`config.mk`:
```
export PLATFORM = sky130hd
export DESIGN_NAME = gesture_lookup_mem
export DESIGN_NICKNAME = d
export VERILOG_FILES = /design/src/rtl/gesture_lookup_mem.sv
export SDC_FILE = /design/constraint.sdc
export NUM_CORES = 2
export LEC_CHECK = 0
export ABC_AREA = 0
export CAP_MARGIN = 20
export CORE_ASPECT_RATIO = 0.6
export CORE_MARGIN = 1.5
export CORE_UTILIZATION = 65
export DETAILED_ROUTE_END_ITERATION = 16
export GPL_TIMING_DRIVEN = 0
export PLACE_DENSITY = 0.9
export SETUP_SLACK_MARGIN = 0.02
export SYNTH_ARGS = -nofsm -noshare
export SYNTH_HDL_FRONTEND = slang
export SYNTH_SLANG_ARGS = --single-unit
```
`constraint.sdc`:
```
create_clock -name clk -period 13.9 [get_ports clk]
set_clock_uncertainty 0.05 [all_clocks]
set_input_delay 1.39 -clock clk [delete_from_list [all_inputs] [get_ports clk]]
set_output_delay 1.39 -clock clk [all_outputs]
set_load 0.02 [all_outputs]
```
`src/rtl/gesture_lookup_mem.sv`:
```
// Gesture reference lookup memory: a table of reference sensor values with
// one valid bit per entry. A search scans the table one entry per clock and
// reports the lowest-indexed valid entry within TOL of the sampled key.
module gesture_lookup_mem #(
    parameter int unsigned DATA_W = 64,
    parameter int unsigned DEPTH  = 64,
    parameter int unsigned TOL    = 0,
    localparam int unsigned IDX_W = $clog2(DEPTH)
) (
    input  logic              clk,
    input  logic              rst_n,
    input  logic              wr_en,
    input  logic [IDX_W-1:0]  wr_idx,
    input  logic [DATA_W-1:0] wr_data,
    input  logic              clr,
    input  logic              search_start,
    input  logic [DATA_W-1:0] search_key,
    output logic              busy,
    output logic              done,
    output logic              hit,
    output logic [IDX_W-1:0]  hit_idx,
    output logic [IDX_W:0]    valid_cnt
);

    localparam logic [DATA_W:0]  TolExt  = (DATA_W + 1)'(TOL);
    localparam logic [IDX_W-1:0] LastIdx = IDX_W'(DEPTH - 1);

    typedef enum logic [1:0] {StIdle, StScan, StDone} state_e;

    state_e              state_q, state_d;
    logic [DATA_W-1:0]   mem_q [DEPTH];
    logic [DEPTH-1:0]    valid_q, valid_d;
    logic [IDX_W:0]      cnt_q, cnt_d;
    logic [IDX_W-1:0]    ptr_q, ptr_d;
    logic [DATA_W-1:0]   key_q, key_d;
    logic                hit_q, hit_d;
    logic [IDX_W-1:0]    hit_idx_q, hit_idx_d;

    logic                wr_ok;
    logic [DATA_W-1:0]   cur;
    logic [DATA_W:0]     diff;
    logic                match;

    // Out-of-range write addresses are dropped.
    assign wr_ok = wr_en && (32'(wr_idx) < DEPTH);

    // Entry data needs no reset; only the valid bits gate matching.
    always_ff @(posedge clk) begin
        if (wr_ok) begin
            mem_q[wr_idx] <= wr_data;
        end
    end

    // Valid bits and population count; a write wins over a same-cycle clear.
    always_comb begin
        valid_d = clr ? '0 : valid_q;
        cnt_d   = cnt_q;
        if (wr_ok) begin
            valid_d[wr_idx] = 1'b1;
        end
        if (clr) begin
            cnt_d = wr_ok ? (IDX_W + 1)'(1) : '0;
        end else if (wr_ok && !valid_q[wr_idx]) begin
            cnt_d = cnt_q + (IDX_W + 1)'(1);
        end
    end

    // Compare the registered entry (old contents on a same-cycle write) with the key.
    always_comb begin
        cur = mem_q[ptr_q];
        if (cur >= key_q) begin
            diff = {1'b0, cur} - {1'b0, key_q};
        end else begin
            diff = {1'b0, key_q} - {1'b0, cur};
        end
        match = valid_q[ptr_q] && (diff <= TolExt);
    end

    // Scan FSM next-state; result registers load only on entry to StDone.
    always_comb begin
        state_d   = state_q;
        ptr_d     = ptr_q;
        key_d     = key_q;
        hit_d     = hit_q;
        hit_idx_d = hit_idx_q;
        unique case (state_q)
            StIdle: begin
                if (search_start) begin
                    state_d = StScan;
                    key_d   = search_key;
                    ptr_d   = '0;
                end
            end
            StScan: begin
                if (match) begin
                    state_d   = StDone;
                    hit_d     = 1'b1;
                    hit_idx_d = ptr_q;
                end else if (ptr_q == LastIdx) begin
                    state_d   = StDone;
                    hit_d     = 1'b0;
                    hit_idx_d = '0;
                end else begin
                    ptr_d = ptr_q + IDX_W'(1);
                end
            end
            StDone: begin
                // A start in the done cycle chains straight into the next scan.
                if (search_start) begin
                    state_d = StScan;
                    key_d   = search_key;
                    ptr_d   = '0;
                end else begin
                    state_d = StIdle;
                end
            end
            default: state_d = StIdle;
        endcase
    end

    // State registers with asynchronous reset.
    always_ff @(posedge clk or negedge rst_n) begin
        if (!rst_n) begin
            state_q   <= StIdle;
            valid_q   <= '0;
            cnt_q     <= '0;
            ptr_q     <= '0;
            key_q     <= '0;
            hit_q     <= 1'b0;
            hit_idx_q <= '0;
        end else begin
            state_q   <= state_d;
            valid_q   <= valid_d;
            cnt_q     <= cnt_d;
            ptr_q     <= ptr_d;
            key_q     <= key_d;
            hit_q     <= hit_d;
            hit_idx_q <= hit_idx_d;
        end
    end

    assign busy      = (state_q == StScan);
    assign done      = (state_q == StDone);
    assign hit       = hit_q;
    assign hit_idx   = hit_idx_q;
    assign valid_cnt = cnt_q;

endmodule

```
==> qor.txt, run 1 <==
Synth Cell Area = 0.1708 mm^2
DP Worst Slack = 2.148 ns
Post-CTS setup buffers = 0
CTS Sinks = 4246
Step where the flow halted = clock tree synthesis (4_1_cts)
Post-synth EDFFs = 4096
Avg Inst Size Synth = 21.51 um^2
Num ports = 155
RePlAce Congestion = 0.9730
Mapped Cells = 7940
Longest Clk Path Bufs = 4
Initial core utilization = 0.6552
CTS Buf Count = 363
DP HPWL = 444.1 mm
Synth top area share = 0.7201
Rows = 145
First error = [ERROR DPL-0033] detailed placement checks failed during check placement.
H-tree Lvls = 5
Dominant synthesized flop cell = edfxtp_1
Synth area leaders = edfxtp_1 (72%), mux4_2 (18%), dfrtp_1 (2.2%)
Synth warn = 0
Post-synthesis async set-or-reset flop share = 0.03533
Chip height = 400.1 um
Post-Syn Nets = 8209
Yosys reg bits = 4246
Library cells used by synthesis = 89
Post-CTS resize count = 0
Root buffer cell = clkbuf_16
Sequential area share after synthesis = 0.7421
Port Buf Inserts = 148
Status = did not finish
Cts hold-fix bufs = 0
Synth area leader = edfxtp_1
Chip width = 664.8 um
-- cell families after synthesis --
logic type	after synthesis	share of synthesized area
adder cells (fa/ha/maj)	130	0.009523
flip-flops	4246	0.7421
AO/OA/AOI/OAI	753	0.02737
AND/OR/NAND/NOR	688	0.01906
XOR/XNOR	76	0.003897
buffers and inverters	646	0.01478
multiplexers	1401	0.1833
-- cell usage after synthesis, types with 9 or more instances --
library cell  instances
a31oi_1              21
nor4_1               24
nand2_1             213
o221ai_1              9
buf_1                88
o21ai_0             196
o22ai_1              71
nand3_1              56
dfrtp_1             150
nand4_1              60
xnor2_1              42
o21ai_1              13
ha_1                130
mux2i_1              16
o31ai_1              12
o21bai_1             21
xor2_1               34
buf_2                40
inv_1               223
or2_2                10
o211ai_1             26
nor2b_1              13
o21a_1               22
mux4_2             1381
a21oi_1             215
nor2_1              204
clkbuf_1            284
a211oi_1             19
edfxtp_1           4096
buf_4                 9
or3_1                12
nor3_1               36
a21o_1               32
-- metrics by stage --
stage	hold WS (ns)	util	instances	instance area (um^2)
after floorplan	0.4759	-	7940	170800
after global placement	0.4585	0.6774	11540	176600
after detailed placement	0.4600	0.6980	11800	182000
==> run 2, diff against run 1 <==
CORE_ASPECT_RATIO = not set   (was 0.6)
CORE_UTILIZATION = 40   (was 65)
PLACE_DENSITY = not set   (was 0.9)
PLACE_DENSITY_LB_ADDON = 0.15   (was not set)
SETUP_SLACK_MARGIN = not set   (was 0.02)
==> qor.txt, run 2 <==
Sequential area share after synthesis = 0.7421
Endpoints failing setup = 0
Reg2Reg Depth = 24
Count leader, synth = edfxtp_1
Initial DRC Count = 11160
PD cells = 231.9 mW/mm^2
Share of layout cells above drive strength 1 = 0.2862
Combinational power share = 0.445
Root buffer cell = clkbuf_16
Area grow syn2layout = 17.81%
Longest Clk Path Bufs = 4
Most common cell after layout, fill and taps aside = edfxtp_1
Sw Ratio = 0.3901
Critical Path Start = ptr_q[1]
Slew Viols, Final = 0
Sw power = 0.01820 W
Worst path required time = 14.78 ns
Synth area leaders = edfxtp_1 (72%), mux4_2 (18%), dfrtp_1 (2.2%)
Fin cells = 14970
Rows = 239
RePlAce Congestion = 0.9009
Int Pwr = 0.02846 W
Setup TNS = 0 ns
Crit path largest cell delay = 0.98 ns
Final period utilization = 0.8879
Nets@finish = 9191
Mux cell area share after synthesis = 0.1833
Compound-cell area share of the yosys netlist = 0.02737
Avg Inst Size Synth = 21.51 um^2
Most common library cells after synthesis = edfxtp_1 (4096), mux4_2 (1381), clkbuf_1 (284)
FF-to-FF Start = ptr_q[1]
CP Cell Sequence = clkbuf_1 -> clkbuf_1 -> clkbuf_1 -> clkbuf_2 -> clkbuf_2 -> buf_16 -> clkbuf_1 -> mux4_2 -> mux4_2 -> mux4_2 -> ha_1 -> buf_2 -> nand4_1 -> nor4_1 -> a21boi_1 -> o211ai_1 -> nand3b_1 -> and2_1 -> o2111ai_1 -> nor4_1 -> o211ai_1 -> o21ai_1 -> mux2_2 -> o211ai_1
CP Max Fanout = 10
Setup CP Type = reg -> reg
Gr usage total = 0.2492
Post-synth EDFFs = 4096
Yosys reg bits = 4246
Highest-count cells in the layout ignoring fill and taps = edfxtp_1 (4096), mux4_2 (1381), clkbuf_16 (445), clkbuf_1 (337), buf_12 (234)
Library cells used by synthesis = 89
Regs by FF count = mem_q x4096, key_q x64, valid_q x64
Port Buf Inserts = 148
Wire length per cell = 36.24 um
RSZ-0062 raised after global routing = no
Core area = 0.4243 mm^2
Mapped Cells = 7940
Wire length of the first global-routing pass = 741.3 mm
Die ar. = 0.4309 mm^2
DP HPWL = 403.2 mm
Dominant synthesized flop cell = edfxtp_1
Fin. Hold Viols = 0
Post-CTS setup buffers = 0
Drt pass-1 iters = 6
Via count = 88870
XOR/XNOR Fraction of Synth Area = 0.003897
DP Cell Count = 14110
Simple-gate portion of the synthesized area = 0.01906
Max Fclk = 81.03 MHz
FF/Latch Area = 0.1268 mm^2
Post-DP Area = 0.1865 mm^2
Max-cap violation count = 0
Sequential power share = 0.306
CTS tree = yes
CP most frequent cell = clkbuf_1
Leak pwr = 63.22 nW
CP max-delay cell = nor4_1
Arr. time, crit path = 13.22 ns
Vias per cell = 5.937
Crit end category = register
Initial antenna violation count = 55
CP Launch Type = register
CTS Sinks = 4246
Num ports = 155
Area of the multi-input gates = 0.04201 mm^2
Synth Cell Area = 0.1708 mm^2
Post-synthesis adder-cell area fraction = 0.009523
Post-synthesis async set-or-reset flop share = 0.03533
Synth area leader = edfxtp_1
Headroom to the max-slew limit = 0.1931
H-tree Lvls = 5
Post-route ant nets = 0
CTS clock-pin slew for the worst setup and hold paths = 0.06 ns
Synth top area share = 0.7201
Final Routed Wirelength = 542.4 mm
Least-Margin Pin Slew = 1.210 ns
Most flops, register = mem_q
Clock power frac = 0.249
Largest net degree at the start of global routing = 98
CTS Buf Count = 439
Number of global-route vias before repair = 90280
Synth warn = 0
Skew-Pair Late Insertion Delay = 1.02 ns
R2r setup slk = 1.56 ns
Total gr overflow = 0
# DRC = 0
Cts hold-fix bufs = 0
Fill count = 34850
Fin area = 0.2012 mm^2
Largest register FFs = 4096
Post-CTS resize count = 0
Initial core utilization = 0.4025
Minimum clock period = 12.34 ns
Chip width = 656.5 um
Status = finished clean
Chip height = 656.5 um
Worst IR Drop VDD = 0.1835 mV
Post-Syn Nets = 8209
Worst hold path class = in -> async
Main combinational cell family by area after synthesis = multiplexers
[run 2: cell counts after synthesis]
No cell type changed its count.
[run 2: logic make-up after synthesis]
kind of cell / after synthesis
AOI/OAI and AO/OA: 753
xor gates and xnor gates: 76
adders and majority gates: 130
buffers and inverters: 646
DFF: 4246
muxes: 1401
and+or+nand+nor: 688
[run 2: stage by stage]
step,utilization,hold slack (ns),setup slack [ns],total power [W]
after floorplan,-,0.4759,6.515,0.02630
after global placement,0.4227,0.4568,-0.9210,0.03454
after detailed placement,0.4396,0.4612,1.570,0.03516
after CTS,0.4728,0.1424,1.519,0.04676
after global routing,0.4741,0.2158,1.498,0.04836
final,0.4742,0.2163,1.558,0.04667
[run 2: layer usage]
layer / vias up / global-route usage / wire length (um)
li1: 35580 / - / -
met1: 49020 / 0.3436 / 222900
met2: 3587 / 0.4159 / 267000
met3: 674 / 0.03877 / 37880
met4: 14 / 0.06393 / 14630
met5: - / 0 / 102
[run 2: cell type report]
cell class,count,area share
multi-input combinational,3048,0.2088
antenna,18,0.0002239
timing repair buffer,541,0.04293
buffer,423,0.008724
sequential,4246,0.6299
inverter,223,0.004160
tap,5663,0.03521
clock inverter,268,0.01306
clock buffer,539,0.05699
[run 2: final timing paths]
path / to
worst max-delay path: ptr_q[4]
worst min-delay path: valid_q[18]
worst max register to register: ptr_q[4]
worst min register to register: hit_idx[0]
max in group asynchronous: key_q[50]
min in group clk: hit_idx[0]
[run 2: critical path, delay by kind of cell, from the launching register on]
kind	cells	cell delay, ns
adders and majority gates	1	0.39
muxes	4	2.08
AOI/OAI and AO/OA	6	1.80
DFF	1	0.34
buffers and inverters	8	4.58
and+or+nand+nor	5	2.77
[run 2: power by group through the flow]
stage / Combinational (W) / Sequential [W] / Clock (W)
after CTS: 0.0206 / 0.0143 / 0.0118
after detailed placement: 0.0206 / 0.0146 / 0
after global placement: 0.0199 / 0.0146 / 0
final: 0.0207 / 0.0143 / 0.0116
after global routing: 0.0218 / 0.0143 / 0.0123
after floorplan: 0.0118 / 0.0145 / 0
No activity file was read; power rests on OpenSTA's default activity.
